[config.mk]
export PLATFORM = sky130hd
export DESIGN_NAME = conv_sequencer
export DESIGN_NICKNAME = d
export VERILOG_FILES = /design/src/rtl/conv_sequencer.sv
export SDC_FILE = /design/constraint.sdc
export NUM_CORES = 1
export LEC_CHECK = 0
export ABC_CLOCK_PERIOD_IN_PS = 4450
export BUFFER_PORTS_ARGS = -buffer_cell sky130_fd_sc_hd__buf_2
export CORE_ASPECT_RATIO = 0.9
export CORE_UTILIZATION = 40
export DETAILED_ROUTE_END_ITERATION = 10
export GPL_ROUTABILITY_DRIVEN = 0
export GPL_TIMING_DRIVEN = 0
export HOLD_SLACK_MARGIN = 0.03
export PLACE_DENSITY = 0.59
export SLEW_MARGIN = 20
export SYNTH_ARGS = -nofsm -noshare
export SYNTH_HDL_FRONTEND = slang
export SYNTH_SLANG_ARGS = --single-unit
[constraint.sdc]
create_clock -name clk -period 4.45 [get_ports clk]
set_input_delay 0.6675 -clock clk [delete_from_list [all_inputs] [get_ports clk]]
set_output_delay 0.6675 -clock clk [all_outputs]
set_load 0.005 [all_outputs]
[src/rtl/conv_sequencer.sv]
// conv_sequencer
//
// Control FSM and address generator for the single-multiplier convolution
// datapath. It walks output row, output column, kernel row and kernel column,
// with kernel column innermost. For every tap it issues an input-memory
// address, a kernel-memory address and the accumulator controls. For every
// output pixel it issues one output write.
//
// Optional feature macro: CONV_SEQ_HOLD_EN
//   When defined, the input port `hold` is added. While hold=1 in MAC, DRAIN
//   or WRITE, the block freezes and acc_en/acc_clr/out_we read 0. Execution
//   resumes where it stopped once hold returns to 0.
//
// Parameters:
//   N    width of the dimension registers and loop counters
//   AW   width of all address outputs (addresses wrap modulo 2**AW)
//   LAT  datapath latency from address issue to product at the accumulator
//
// Ports:
//   clk, rst      rising-edge clock, synchronous active-high reset
//   start         begin a convolution (sampled only in IDLE)
//   hold          freeze request (only with CONV_SEQ_HOLD_EN)
//   img_w/img_h   input image width / height
//   ker_k         square kernel size
//   busy          high from the cycle after start is accepted through DONE
//   done          one-cycle completion pulse
//   err           configuration error, valid while done=1
//   in_addr       input memory read address
//   ker_addr      kernel memory read address
//   out_addr      output memory write address
//   acc_clr       first tap of a pixel: accumulator loads the product
//   acc_en        tap valid: accumulate this product
//   out_we        write the accumulator to out_addr
module conv_sequencer #(
    parameter int unsigned N   = 8,
    parameter int unsigned AW  = 16,
    parameter int unsigned LAT = 1
) (
    input  logic          clk,
    input  logic          rst,
    input  logic          start,
`ifdef CONV_SEQ_HOLD_EN
    input  logic          hold,
`endif
    input  logic [N-1:0]  img_w,
    input  logic [N-1:0]  img_h,
    input  logic [N-1:0]  ker_k,
    output logic          busy,
    output logic          done,
    output logic          err,
    output logic [AW-1:0] in_addr,
    output logic [AW-1:0] ker_addr,
    output logic [AW-1:0] out_addr,
    output logic          acc_clr,
    output logic          acc_en,
    output logic          out_we
);

    localparam int unsigned DW     = (LAT > 1) ? $clog2(LAT) : 1;
    localparam int unsigned LAT_M1 = (LAT > 0) ? LAT - 1 : 0;

    typedef enum logic [2:0] {
        S_IDLE,
        S_MAC,
        S_DRAIN,
        S_WRITE,
        S_DONE
    } state_t;

    state_t          r_state;

    // Latched configuration and derived output sizes
    logic [N-1:0]    r_w;
    logic [N-1:0]    r_k;
    logic [N-1:0]    r_ow;
    logic [N-1:0]    r_oh;

    // Loop counters
    logic [N-1:0]    r_orow;
    logic [N-1:0]    r_ocol;
    logic [N-1:0]    r_kr;
    logic [N-1:0]    r_kc;
    logic [DW-1:0]   r_drain;

    // Running pointers: r_pix_base = orow*W + ocol (window top-left),
    // r_row_ptr = r_pix_base + kr*W (start of the current kernel row)
    logic [AW-1:0]   r_pix_base;
    logic [AW-1:0]   r_row_ptr;

    // Registered outputs
    logic            r_busy;
    logic            r_done;
    logic            r_err;
    logic [AW-1:0]   r_in_addr;
    logic [AW-1:0]   r_ker_addr;
    logic [AW-1:0]   r_out_addr;
    logic            r_acc_clr;
    logic            r_acc_en;
    logic            r_out_we;

    logic            w_cfg_bad;
    logic            w_last_kc;
    logic            w_last_kr;
    logic            w_last_col;
    logic            w_last_row;
    logic [AW-1:0]   w_w_ext;
    logic [AW-1:0]   w_k_ext;
    logic [AW-1:0]   w_next_base;
    logic            w_hold;

    assign w_cfg_bad  = (ker_k == '0) || (ker_k > img_w) || (ker_k > img_h);
    assign w_last_kc  = (r_kc == r_k - N'(1));
    assign w_last_kr  = (r_kr == r_k - N'(1));
    assign w_last_col = (r_ocol == r_ow - N'(1));
    assign w_last_row = (r_orow == r_oh - N'(1));
    assign w_w_ext    = AW'(r_w);
    assign w_k_ext    = AW'(r_k);

    // Moving one column right adds 1 to the window origin; wrapping from the
    // last column (OW-1) to column 0 of the next row adds W-OW+1 = K.
    assign w_next_base = w_last_col ? (r_pix_base + w_k_ext)
                                    : (r_pix_base + AW'(1));

`ifdef CONV_SEQ_HOLD_EN
    assign w_hold = hold && ((r_state == S_MAC) || (r_state == S_DRAIN) ||
                             (r_state == S_WRITE));
`else
    assign w_hold = 1'b0;
`endif

    always_ff @(posedge clk) begin
        if (rst) begin
            r_state    <= S_IDLE;
            r_w        <= '0;
            r_k        <= '0;
            r_ow       <= '0;
            r_oh       <= '0;
            r_orow     <= '0;
            r_ocol     <= '0;
            r_kr       <= '0;
            r_kc       <= '0;
            r_drain    <= '0;
            r_pix_base <= '0;
            r_row_ptr  <= '0;
            r_busy     <= 1'b0;
            r_done     <= 1'b0;
            r_err      <= 1'b0;
            r_in_addr  <= '0;
            r_ker_addr <= '0;
            r_out_addr <= '0;
            r_acc_clr  <= 1'b0;
            r_acc_en   <= 1'b0;
            r_out_we   <= 1'b0;
        end else if (!w_hold) begin
            case (r_state)
                S_IDLE: begin
                    if (start) begin
                        r_w        <= img_w;
                        r_k        <= ker_k;
                        r_ow       <= img_w - ker_k + N'(1);
                        r_oh       <= img_h - ker_k + N'(1);
                        r_orow     <= '0;
                        r_ocol     <= '0;
                        r_kr       <= '0;
                        r_kc       <= '0;
                        r_drain    <= '0;
                        r_pix_base <= '0;
                        r_row_ptr  <= '0;
                        r_in_addr  <= '0;
                        r_ker_addr <= '0;
                        r_out_addr <= '0;
                        r_busy     <= 1'b1;
                        if (w_cfg_bad) begin
                            r_err   <= 1'b1;
                            r_done  <= 1'b1;
                            r_state <= S_DONE;
                        end else begin
                            r_err     <= 1'b0;
                            r_acc_en  <= 1'b1;
                            r_acc_clr <= 1'b1;
                            r_state   <= S_MAC;
                        end
                    end
                end

                S_MAC: begin
                    r_acc_clr <= 1'b0;
                    if (!w_last_kc) begin
                        r_kc       <= r_kc + N'(1);
                        r_in_addr  <= r_in_addr + AW'(1);
                        r_ker_addr <= r_ker_addr + AW'(1);
                    end else if (!w_last_kr) begin
                        r_kc       <= '0;
                        r_kr       <= r_kr + N'(1);
                        r_row_ptr  <= r_row_ptr + w_w_ext;
                        r_in_addr  <= r_row_ptr + w_w_ext;
                        r_ker_addr <= r_ker_addr + AW'(1);
                    end else begin
                        r_kc     <= '0;
                        r_kr     <= '0;
                        r_acc_en <= 1'b0;
                        if (LAT == 0) begin
                            r_out_we <= 1'b1;
                            r_state  <= S_WRITE;
                        end else begin
                            r_drain <= '0;
                            r_state <= S_DRAIN;
                        end
                    end
                end

                S_DRAIN: begin
                    if (r_drain == DW'(LAT_M1)) begin
                        r_out_we <= 1'b1;
                        r_state  <= S_WRITE;
                    end else begin
                        r_drain <= r_drain + DW'(1);
                    end
                end

                S_WRITE: begin
                    r_out_we <= 1'b0;
                    if (w_last_col && w_last_row) begin
                        r_done  <= 1'b1;
                        r_state <= S_DONE;
                    end else begin
                        if (w_last_col) begin
                            r_ocol <= '0;
                            r_orow <= r_orow + N'(1);
                        end else begin
                            r_ocol <= r_ocol + N'(1);
                        end
                        r_pix_base <= w_next_base;
                        r_row_ptr  <= w_next_base;
                        r_in_addr  <= w_next_base;
                        r_ker_addr <= '0;
                        r_out_addr <= r_out_addr + AW'(1);
                        r_acc_en   <= 1'b1;
                        r_acc_clr  <= 1'b1;
                        r_state    <= S_MAC;
                    end
                end

                S_DONE: begin
                    r_done  <= 1'b0;
                    r_busy  <= 1'b0;
                    r_state <= S_IDLE;
                end

                default: begin
                    r_state <= S_IDLE;
                end
            endcase
        end
    end

    assign busy     = r_busy;
    assign done     = r_done;
    assign err      = r_err;
    assign in_addr  = r_in_addr;
    assign ker_addr = r_ker_addr;
    assign out_addr = r_out_addr;

    // A frozen tap must not reach the accumulator, so the strobes are masked
    // in the same cycle that hold is seen.
    assign acc_clr = r_acc_clr & ~w_hold;
    assign acc_en  = r_acc_en  & ~w_hold;
    assign out_we  = r_out_we  & ~w_hold;

endmodule
After elaboration in Yosys (flattened, before gate mapping)
Index checks and enable logic that the tools add are counted.
{"block": "totals", "ff_bits": 154, "wordCells": 139, "inputBits": 27, "output_inout_bits": 54}
{"block": "op_classes", "n_reduce_logical": 26, "addsub": 18, "muxes": 53, "n_eq_ne": 19, "n_lt_le_gt_ge": 2}
{"cell": "16-bit two-way mux", "count": 10}
{"cell": "16-bit one-hot mux with 3 select lines", "count": 3}
{"cell": "16-bit by 1-bit adder with 16-bit output (second input constant)", "count": 4}
{"cell": "8-bit two-way mux", "count": 8}
{"cell": "16-bit one-hot mux with 2 select lines", "count": 2}
{"cell": "8-bit one-hot mux with 2 select lines", "count": 4}
{"cell": "8-bit by 1-bit adder with 8-bit output (second input constant)", "count": 6}
{"cell": "16-bit by 8-bit adder with 16-bit output", "count": 2}
{"cell": "8-bit == test", "count": 4}
{"cell": "4-bit AND reduction", "count": 6}
{"cell": "8-bit by 1-bit subtractor with 8-bit output (second input constant)", "count": 3}
{"cell": "2-bit inequality test (second input constant)", "count": 10}
{"cell": "3-bit two-way mux", "count": 6}
{"cell": "8-bit > comparator", "count": 2}
{"cell": "8-bit subtractor", "count": 2}
{"cell": "1-bit two-way mux", "count": 13}
{"cell": "1-bit one-hot mux with 3 select lines", "count": 4}
{"cell": "3-bit one-hot mux with 4 select lines", "count": 1}
{"cell": "3-bit nonzero test", "count": 3}
{"cell": "8-bit zero test", "count": 1}
{"cell": "2-bit AND reduction", "count": 4}
{"cell": "2-bit nonzero test", "count": 4}
{"cell": "3-bit by 2-bit == test with 1-bit output (second input constant)", "count": 2}
{"cell": "3-bit AND reduction", "count": 2}
{"cell": "other kinds (10)", "count": 12}

Logic depth before layout (Yosys ltp)
Gate-level depths: netlist (run 1).
{"block": "depth", "word_depth": 6, "mapped_depth": 19, "mapped_depth_nobuf": 18}

Least setup slack after synthesis (run 1)
No wires, ideal clock.
{"block": "synth_path", "kind": "register to register", "from": "reg r_ow[0]", "to": "reg r_row_ptr[8]", "synth_period_minus_slack_ns": 3.650, "required_time_ns": 4.358, "setup_slack_ns": 0.800, "path_stages_with_launch": 16, "arrival_ns": 3.557, "path_buffers": 1, "cell_sequence": "dfxtp_1 or4_1 or3_1 a21oi_1 o211a_1 clkbuf_1 nand2_1 fa_1 nor2b_1 o21ai_0 a21oi_1 o21ai_0 xnor2_1 nand2_1 o31a_1 o32ai_1"}
{"block": "synth_between", "elab_chain_cells": 5, "word_cells_on_any_way": 8}
{"item": "start, declared", "line": "75", "text": "logic [N-1:0] r_ow;"}
{"item": "start signal, assigned", "line": "160", "text": "r_ow <= img_w - ker_k + N'(1);"}
{"item": "8-bit by 1-bit subtractor with 8-bit output *", "line": "114", "text": "assign w_last_col = (r_ocol == r_ow - N'(1));"}
{"item": "8-bit == test *", "line": "114"}
{"item": "16-bit two-way mux or 1-bit logical AND (tied branches)", "line": "121, 223"}
{"item": "16-bit two-way mux or 2-bit inequality test (tied branches)"}
{"item": "16-bit one-hot mux with 3 select lines or 5-bit AND reduction (tied branches)"}
{"item": "end signal, assigned", "line": "195", "text": "r_row_ptr <= r_row_ptr + w_w_ext;"}
{"item": "end signal, assigned", "line": "234", "text": "r_row_ptr <= w_next_base;"}
{"item": "end, declared", "line": "88", "text": "logic [AW-1:0] r_row_ptr;"}
Every way passes the cells marked *; elsewhere a longest branch is shown, timed or not. The select of a mux whose other input is x is not followed.
A chain may end at the register's enable or synchronous reset.

Worst setup path after layout (run 1)
Same ends and word-level chain as after synthesis.

==> impl_metrics.prom, run 1 <==
# TYPE chip_impl_metric gauge
chip_impl_info{name="run_status",value="completed"} 1
chip_impl_metric{name="grt-ovfl-total",unit=""} 0
chip_impl_metric{name="placed_area",unit="um^2"} 10600
chip_impl_metric{name="antenna_cells_inserted",unit=""} 0
chip_impl_metric{name="fin_hold_ws",unit="ns"} 0.462
chip_impl_metric{name="detail_route.vias_per_cell",unit=""} 5.66
chip_impl_metric{name="synth.ff_latch_count",unit=""} 153
chip_impl_metric{name="via_count",unit=""} 9456
chip_impl_metric{name="ys_seq_area_share",unit="%"} 31.1
chip_impl_metric{name="postSynth.asyncResetShare",unit="%"} 0
chip_impl_metric{name="pre_cts_slack",unit="ns"} -0.0621
chip_impl_metric{name="utilization",unit="%"} 46.5
chip_impl_metric{name="effective_utilization_at_floorplan",unit="%"} 40.7
chip_impl_metric{name="cts.htree.levels",unit=""} 4
chip_impl_metric{name="avgSynthCellArea",unit="um^2"} 7.88
chip_impl_info{name="layout_common_cells",value="sky130_fd_sc_hd__dfxtp_1 (153), sky130_fd_sc_hd__nand2_1 (137), sky130_fd_sc_hd__a21oi_1 (123), sky130_fd_sc_hd__nor2_1 (115), sky130_fd_sc_hd__buf_2 (91)"} 1
chip_impl_metric{name="fp.dieW",unit="um"} 167
chip_impl_metric{name="syn2layout_area_growth",unit="%"} 14.1
chip_impl_metric{name="final_design_area_no_fill",unit="um^2"} 11200
chip_impl_metric{name="synthesis.instances",unit=""} 1250
chip_impl_info{name="synth_area_leaders",value="sky130_fd_sc_hd__dfxtp_1 (31%), sky130_fd_sc_hd__ha_1 (8.6%), sky130_fd_sc_hd__a21oi_1 (6.3%)"} 1
chip_impl_metric{name="detailedPlacementHpwl",unit="um"} 22200
chip_impl_metric{name="detail_route.drc_violations",unit=""} 0
chip_impl_metric{name="floorplan.core_area",unit="um^2"} 24200
chip_impl_metric{name="detail_route.wirelength",unit="um"} 29400
chip_impl_metric{name="fillerInstances",unit=""} 2490
chip_impl_metric{name="later_pin_clock_latency_in_the_skew_report",unit="ns"} 0.44
chip_impl_metric{name="cts_sinks",unit=""} 153
chip_impl_metric{name="leakagePower",unit="nW"} 4.52
chip_impl_metric{name="multi_input_comb_area",unit="um^2"} 6330
chip_impl_metric{name="drt_first_pass_iters",unit=""} 5
chip_impl_metric{name="cap_violations",unit=""} 0
chip_impl_metric{name="ant_nets",unit=""} 0
chip_impl_metric{name="setup_ws",unit="ns"} 0.243
chip_impl_metric{name="post_layout_nonfiller_instances",unit=""} 1671
chip_impl_metric{name="io_pins",unit=""} 81
chip_impl_metric{name="rrSetupSlack",unit="ns"} 0.24
chip_impl_metric{name="die-area",unit="um^2"} 25300
chip_impl_metric{name="worstPathMaxFanout",unit=""} 12
chip_impl_metric{name="synth.net_count",unit=""} 1349
chip_impl_metric{name="synth.distinct_cells",unit=""} 73
chip_impl_metric{name="period_share",unit="%"} 94.5
chip_impl_metric{name="edff_count_synth",unit=""} 0
chip_impl_metric{name="clkSlewWorstSetupHoldPaths",unit="ns"} 0.07
chip_impl_info{name="critPathKind",value="reg2reg"} 1
chip_impl_metric{name="tightestPinTransition",unit="ns"} 0.977
chip_impl_metric{name="final_nets",unit=""} 1450
chip_impl_metric{name="wire_length_of_the_first_global_routing_pass",unit="um"} 47100
chip_impl_metric{name="number_of_input_and_output_port_buffers_inserted",unit=""} 80
chip_impl_info{name="setup.worst_path.start_class",value="flip-flop"} 1
chip_impl_metric{name="timing.final.hold_violations",unit=""} 0
chip_impl_metric{name="report.final.setup_viol",unit=""} 0
chip_impl_metric{name="grt_pass1_vias",unit=""} 8763
chip_impl_metric{name="fin_worst_skew",unit="ns"} 0.0172
chip_impl_metric{name="dp.cells",unit=""} 1639
chip_impl_metric{name="vdd_drop_max",unit="mV"} 0.221
chip_impl_metric{name="area.sequential",unit="um^2"} 3060
chip_impl_info{name="hp-class",value="reg2reg"} 1
chip_impl_metric{name="yosys.area.top_type_share",unit="%"} 31.1
chip_impl_metric{name="clock.fmax",unit="MHz"} 238
chip_impl_metric{name="die_height",unit="um"} 151
chip_impl_metric{name="gr-usage-all-layers",unit="%"} 23.8
chip_impl_info{name="crit_path_end_kind",value="flip-flop"} 1
chip_impl_info{name="cts-root-buf",value="sky130_fd_sc_hd__clkbuf_16"} 1
chip_impl_metric{name="grt_max_degree",unit=""} 17
chip_impl_metric{name="clockBufferDepth",unit=""} 2
chip_impl_info{name="cts_tree",value="done"} 1
chip_impl_metric{name="grt_antenna_before_repair",unit=""} 0
chip_impl_metric{name="drive_above_1_share",unit="%"} 10.6
chip_impl_metric{name="powerDensity",unit="nW/um^2"} 483
chip_impl_metric{name="slew_violations",unit=""} 0
chip_impl_metric{name="core.rowCount",unit=""} 54
chip_impl_metric{name="synthesis.yosys.warnings",unit=""} 0
chip_impl_metric{name="syn_area",unit="um^2"} 9850
chip_impl_metric{name="cts_buffers",unit=""} 17
chip_impl_info{name="mostFrequentLayoutCell",value="sky130_fd_sc_hd__dfxtp_1"} 1
chip_impl_metric{name="postCtsHoldBufs",unit=""} 0
chip_impl_metric{name="drt-initial-drc-count",unit=""} 717
chip_impl_info{name="ys.flop_type",value="sky130_fd_sc_hd__dfxtp_1"} 1
chip_impl_metric{name="wl_per_cell",unit="um"} 17.6
chip_impl_metric{name="final_period_minus_worst_setup_slack",unit="ns"} 4.21
chip_impl_metric{name="timing.critical_path.arrival",unit="ns"} 4.52
chip_impl_info{name="synth.largest_area_cell",value="sky130_fd_sc_hd__dfxtp_1"} 1
chip_impl_metric{name="timing.slew.headroom",unit="%"} 34.7
chip_impl_metric{name="cp.required",unit="ns"} 4.76
-- stage by stage --
stage	TNS (ns)	total power, mW
2_1_floorplan	0	3.30
3_3_place_gp	-0.0342	3.96
3_5_place_dp	-0.0621	3.99
4_1_cts	0	5.42
5_1_grt	-0.0621	5.78
6_report	0	5.43
-- cell type report --
| class | instances | share of cell area, % |
|---|---|---|
| clock buffer | 17 | 3.79 |
| multi-input combinational | 978 | 56.3 |
| inverter | 58 | 1.94 |
| sequential | 153 | 27.3 |
| clock inverter | 14 | 1.22 |
| timing repair buffer | 83 | 3.74 |
| tap | 308 | 3.43 |
| buffer | 60 | 2.32 |
-- flip-flops by register name, summed over array words and instances (netlist names) --
register and cells:
r_ow 8, ker_addr 16, in_addr 16, r_orow 8, err 1, r_k 8, done 1, r_ocol 8
acc_clr 1, out_we 1, r_pix_base 16, r_oh 8, out_addr 16, r_kr 8, r_w 8, r_row_ptr 16
r_state 3, r_kc 8, busy 1, acc_en 1
-- cells by family after synthesis --
group	share of synthesized area, %
AND/OR/NAND/NOR	24.0
AO/OA/AOI/OAI	21.5
flip-flops	31.1
buffers and inverters	4.89
XOR/XNOR	8.55
adder cells (fa/ha/maj)	9.45
multiplexers	0.521
-- timing repair --
item,4_1_cts,5_1_grt
pin swaps,0,2
setup endpoints to repair,2,17
resized for setup,1,4
buffers inserted,0,2
gates cloned,0,0
-- synthesized netlist by cell type, types with 7 or more instances --
| cell type | number |
|---|---|
| sky130_fd_sc_hd__o21ai_0 | 64 |
| sky130_fd_sc_hd__xnor2_1 | 45 |
| sky130_fd_sc_hd__o211ai_1 | 11 |
| sky130_fd_sc_hd__o31ai_1 | 13 |
| sky130_fd_sc_hd__nand2_1 | 137 |
| sky130_fd_sc_hd__o22ai_1 | 7 |
| sky130_fd_sc_hd__a22oi_1 | 8 |
| sky130_fd_sc_hd__a21o_1 | 17 |
| sky130_fd_sc_hd__clkbuf_1 | 47 |
| sky130_fd_sc_hd__xor2_1 | 33 |
| sky130_fd_sc_hd__o21a_1 | 14 |
| sky130_fd_sc_hd__and2_1 | 10 |
| sky130_fd_sc_hd__nor4_1 | 12 |
| sky130_fd_sc_hd__dfxtp_1 | 153 |
| sky130_fd_sc_hd__a21oi_1 | 124 |
| sky130_fd_sc_hd__or3_1 | 33 |
| sky130_fd_sc_hd__a31oi_1 | 8 |
| sky130_fd_sc_hd__nor2b_1 | 13 |
| sky130_fd_sc_hd__nand3_1 | 42 |
| sky130_fd_sc_hd__and3_1 | 27 |
| sky130_fd_sc_hd__ha_1 | 68 |
| sky130_fd_sc_hd__nand4_1 | 17 |
| sky130_fd_sc_hd__nor3_1 | 27 |
| sky130_fd_sc_hd__nor2_1 | 115 |
| sky130_fd_sc_hd__or4_1 | 9 |
| sky130_fd_sc_hd__nor3b_1 | 11 |
| sky130_fd_sc_hd__buf_2 | 10 |
| sky130_fd_sc_hd__a211oi_1 | 19 |
| sky130_fd_sc_hd__inv_1 | 58 |
-- report_power, final --
group | switching [mW] | internal (mW)
clock network | 0.645 | 0.781
logic | 1.45 | 0.802
registers | 0.196 | 1.56
total | 2.29 | 3.14
-- worst max-delay path, stage by stage (launching register included) --
cell                      delay (ns)
sky130_fd_sc_hd__dfxtp_1        0.35
sky130_fd_sc_hd__inv_1          0.08
sky130_fd_sc_hd__ha_1           0.19
sky130_fd_sc_hd__or3b_2         0.48
sky130_fd_sc_hd__nor3_1         0.18
sky130_fd_sc_hd__nor4_1         0.12
sky130_fd_sc_hd__o211a_4        0.33
sky130_fd_sc_hd__nand2_1        0.10
sky130_fd_sc_hd__ha_1           0.20
sky130_fd_sc_hd__inv_1          0.07
sky130_fd_sc_hd__fa_1           0.41
sky130_fd_sc_hd__nor2b_1        0.16
sky130_fd_sc_hd__o21ai_0        0.13
sky130_fd_sc_hd__a21oi_2        0.25
sky130_fd_sc_hd__o21ai_0        0.14
sky130_fd_sc_hd__xnor2_1        0.30
sky130_fd_sc_hd__nand2_1        0.15
sky130_fd_sc_hd__o31a_1         0.15
sky130_fd_sc_hd__o32ai_1        0.30
-- path summary, 6_finish.rpt --
kind,from,end,depth (start not counted)
hold / removal,r_row_ptr[2]$_SDFFE_PP0P_,r_row_ptr[2]$_SDFFE_PP0P_,2
hold reg to reg,r_row_ptr[2]$_SDFFE_PP0P_,r_row_ptr[2]$_SDFFE_PP0P_,2
setup reg to reg,r_ow[0]$_SDFFE_PP0P_,r_row_ptr[8]$_SDFFE_PP0P_,18
setup / recovery,r_ow[0]$_SDFFE_PP0P_,r_row_ptr[8]$_SDFFE_PP0P_,18
-- metal layers --
metal  part of all wire (%)  track usage (%)  up-vias
met5                      0                0        -
met2                     44             38.0      247
met3                    6.3             5.49       35
li1                       -                -     4689
met4                    1.6             6.33        0
met1                     48             32.4     4485
(Power assumes the default switching activity.)
==> inputs of run 2 (changes only) <==
- PLACE_DENSITY: 0.59 -> not set
==> impl_metrics.prom, run 2 (synthesis results as in run 1) <==
# TYPE chip_impl_metric gauge
chip_impl_info{name="mostFrequentLayoutCell",value="sky130_fd_sc_hd__dfxtp_1"} 1
chip_impl_info{name="crit_end",value="r_row_ptr[8]$_SDFFE_PP0P_"} 1
chip_impl_metric{name="clkSlewWorstSetupHoldPaths",unit="ns"} 0.07
chip_impl_metric{name="wire_length_of_the_first_global_routing_pass",unit="um"} 46500
chip_impl_metric{name="cts_sinks",unit=""} 153
chip_impl_metric{name="totalPowerFinal",unit="mW"} 5.39
chip_impl_metric{name="cap_violations",unit=""} 0
chip_impl_metric{name="tightestPinTransition",unit="ns"} 1.06
chip_impl_metric{name="slew_violations",unit=""} 0
chip_impl_metric{name="worstPathMaxFanout",unit=""} 12
chip_impl_metric{name="detail_route.vias_per_cell",unit=""} 5.64
chip_impl_metric{name="via_count",unit=""} 9410
chip_impl_metric{name="number_of_input_and_output_port_buffers_inserted",unit=""} 80
chip_impl_info{name="hp-class",value="reg2reg"} 1
chip_impl_metric{name="vdd_drop_max",unit="mV"} 0.244
chip_impl_metric{name="dp.cells",unit=""} 1639
chip_impl_metric{name="grt_max_degree",unit=""} 17
chip_impl_metric{name="io_pins",unit=""} 81
chip_impl_metric{name="grt-ovfl-total",unit=""} 0
chip_impl_info{name="setup.worst_path.start",value="r_ow[0]$_SDFFE_PP0P_"} 1
chip_impl_metric{name="finalSetupTns",unit="ns"} 0
chip_impl_metric{name="drt_first_pass_iters",unit=""} 5
chip_impl_metric{name="grt_antenna_before_repair",unit=""} 0
chip_impl_metric{name="later_pin_clock_latency_in_the_skew_report",unit="ns"} 0.43
chip_impl_metric{name="core.rowCount",unit=""} 54
chip_impl_metric{name="fp.dieW",unit="um"} 167
chip_impl_metric{name="detailedPlacementHpwl",unit="um"} 22100
chip_impl_metric{name="report.final.setup_viol",unit=""} 0
chip_impl_metric{name="drt-initial-drc-count",unit=""} 830
chip_impl_metric{name="die_height",unit="um"} 151
chip_impl_metric{name="antenna_cells_inserted",unit=""} 0
chip_impl_metric{name="ff2ff_path_depth",unit=""} 16
chip_impl_metric{name="die-area",unit="um^2"} 25300
chip_impl_metric{name="detail_route.wirelength",unit="um"} 29100
chip_impl_metric{name="cp.required",unit="ns"} 4.75
chip_impl_info{name="critPathKind",value="reg2reg"} 1
chip_impl_info{name="run_status",value="completed"} 1
chip_impl_metric{name="floorplan.core_area",unit="um^2"} 24200
chip_impl_metric{name="clockBufferDepth",unit=""} 2
chip_impl_metric{name="wl_per_cell",unit="um"} 17.4
chip_impl_metric{name="detail_route.drc_violations",unit=""} 0
chip_impl_metric{name="syn2layout_area_growth",unit="%"} 13.8
chip_impl_metric{name="post_layout_nonfiller_instances",unit=""} 1669
chip_impl_info{name="setup.worst_path.start_class",value="flip-flop"} 1
chip_impl_metric{name="rrSetupSlack",unit="ns"} 0.25
chip_impl_metric{name="gr-usage-all-layers",unit="%"} 23.5
chip_impl_metric{name="cts.htree.levels",unit=""} 4
chip_impl_metric{name="cts_buffers",unit=""} 17
chip_impl_info{name="cts-root-buf",value="sky130_fd_sc_hd__clkbuf_16"} 1
chip_impl_info{name="worst_r2r_endpoint",value="r_row_ptr[8]$_SDFFE_PP0P_"} 1
chip_impl_metric{name="postCtsHoldBufs",unit=""} 0
chip_impl_metric{name="final_period_minus_worst_setup_slack",unit="ns"} 4.20
chip_impl_metric{name="leakagePower",unit="nW"} 4.50
chip_impl_metric{name="fillerInstances",unit=""} 2443
chip_impl_metric{name="ant_nets",unit=""} 0
chip_impl_metric{name="grt_pass1_vias",unit=""} 8639
chip_impl_metric{name="count_of_cells_along_the_worst_hold_path",unit=""} 2
chip_impl_metric{name="powerDensity",unit="nW/um^2"} 481
chip_impl_info{name="crit_path_end_kind",value="flip-flop"} 1
chip_impl_metric{name="timing.critical_path.arrival",unit="ns"} 4.50
chip_impl_metric{name="clock.fmax",unit="MHz"} 238
chip_impl_metric{name="timing.final.hold_violations",unit=""} 0
chip_impl_metric{name="fin_worst_skew",unit="ns"} 0.0145
chip_impl_metric{name="period_share",unit="%"} 94.5
chip_impl_metric{name="effective_utilization_at_floorplan",unit="%"} 40.7
chip_impl_info{name="cts_tree",value="done"} 1
chip_impl_metric{name="drive_above_1_share",unit="%"} 10.4
chip_impl_metric{name="final_nets",unit=""} 1448
chip_impl_info{name="grt_setup_unrepaired",value="no"} 1
chip_impl_info{name="layout_common_cells",value="sky130_fd_sc_hd__dfxtp_1 (153), sky130_fd_sc_hd__nand2_1 (137), sky130_fd_sc_hd__a21oi_1 (123), sky130_fd_sc_hd__nor2_1 (115), sky130_fd_sc_hd__buf_2 (91)"} 1
chip_impl_info{name="crit-reg2reg-launch",value="r_ow[0]$_SDFFE_PP0P_"} 1
chip_impl_metric{name="timing.slew.headroom",unit="%"} 28.9
run 2: cell count changes in the layout (fill, tap and decap cells not counted):
cell	previous run	this run
sky130_fd_sc_hd__inv_8	1	4
sky130_fd_sc_hd__bufinv_16	1	0
sky130_fd_sc_hd__clkinv_2	1	0
sky130_fd_sc_hd__clkinv_4	0	2
sky130_fd_sc_hd__inv_6	7	4
sky130_fd_sc_hd__buf_4	2	0
run 2: timing repair:
action | in CTS | in global routing
buffers inserted | 0 | 0
setup endpoints to repair | 1 | 22
resized for setup | 0 | 5
run 2: critical path, stage by stage, from the launching register on:
cell and delay (ns):
sky130_fd_sc_hd__dfxtp_1 0.36, sky130_fd_sc_hd__or4_1 0.62, sky130_fd_sc_hd__a21o_1 0.20, sky130_fd_sc_hd__a32o_1 0.23, sky130_fd_sc_hd__o211a_4 0.30, sky130_fd_sc_hd__nand2_1 0.10
sky130_fd_sc_hd__ha_1 0.21, sky130_fd_sc_hd__inv_1 0.07, sky130_fd_sc_hd__fa_1 0.41, sky130_fd_sc_hd__nor2b_1 0.15, sky130_fd_sc_hd__o21ai_0 0.15, sky130_fd_sc_hd__a21oi_2 0.28
sky130_fd_sc_hd__o21ai_0 0.16, sky130_fd_sc_hd__xnor2_1 0.22, sky130_fd_sc_hd__nand2_1 0.15, sky130_fd_sc_hd__o31a_1 0.16, sky130_fd_sc_hd__o32ai_1 0.31
run 2: through the flow:
stage                     worst slack, ns  cell area [um^2]  util (%)  hold slack (ns)
after floorplan                     0.800              9850         -            0.440
after global placement            -0.0156             10600      44.0            0.445
after detailed placement           0.0221             10600      44.0            0.453
after CTS                           0.114             11200      46.3            0.463
after global routing              0.00170             11200      46.3            0.479
final                               0.247             11200      46.3            0.463
run 2: layout make-up:
cell class / count / area [um^2] / share of cell area (%)
Tap cell: 308 / 385 / 3.44
Inverter: 58 / 218 / 1.94
Buffer: 60 / 260 / 2.32
Clock inverter: 14 / 128 / 1.14
Sequential cell: 153 / 3060 / 27.3
Multi-Input combinational cell: 978 / 6330 / 56.4
Clock buffer: 17 / 425 / 3.79
Timing Repair Buffer: 81 / 405 / 3.62
run 2: worst min path at each step:
stage	start	slack (ns)	to
3_3_place_gp	acc_clr$_SDFFE_PP0P_	0.44	acc_clr$_SDFFE_PP0P_
3_5_place_dp	acc_clr$_SDFFE_PP0P_	0.45	acc_clr$_SDFFE_PP0P_
4_1_cts	r_row_ptr[3]$_SDFFE_PP0P_	0.46	r_row_ptr[3]$_SDFFE_PP0P_
5_1_grt	r_pix_base[7]$_SDFFE_PP0P_	0.48	r_pix_base[7]$_SDFFE_PP0P_
6_report	r_row_ptr[3]$_SDFFE_PP0P_	0.46	r_row_ptr[3]$_SDFFE_PP0P_
2_1_floorplan	r_row_ptr[2]$_SDFFE_PP0P_	0.44	r_row_ptr[2]$_SDFFE_PP0P_
run 2: where the power goes:
group,internal [mW],total [mW],leakage [nW],switching [mW]
clock,0.734,1.40,0.261,0.666
combinational,0.803,2.24,3.00,1.43
sequential,1.56,1.76,1.24,0.195
run 2: routing by layer:
layer	track usage [%]	part of all wire, %	vias up
li1	-	-	4670
met1	32.5	48	4478
met2	38.2	45	244
met3	4.81	5.9	18
met4	4.40	0.64	0
met5	0	0	-
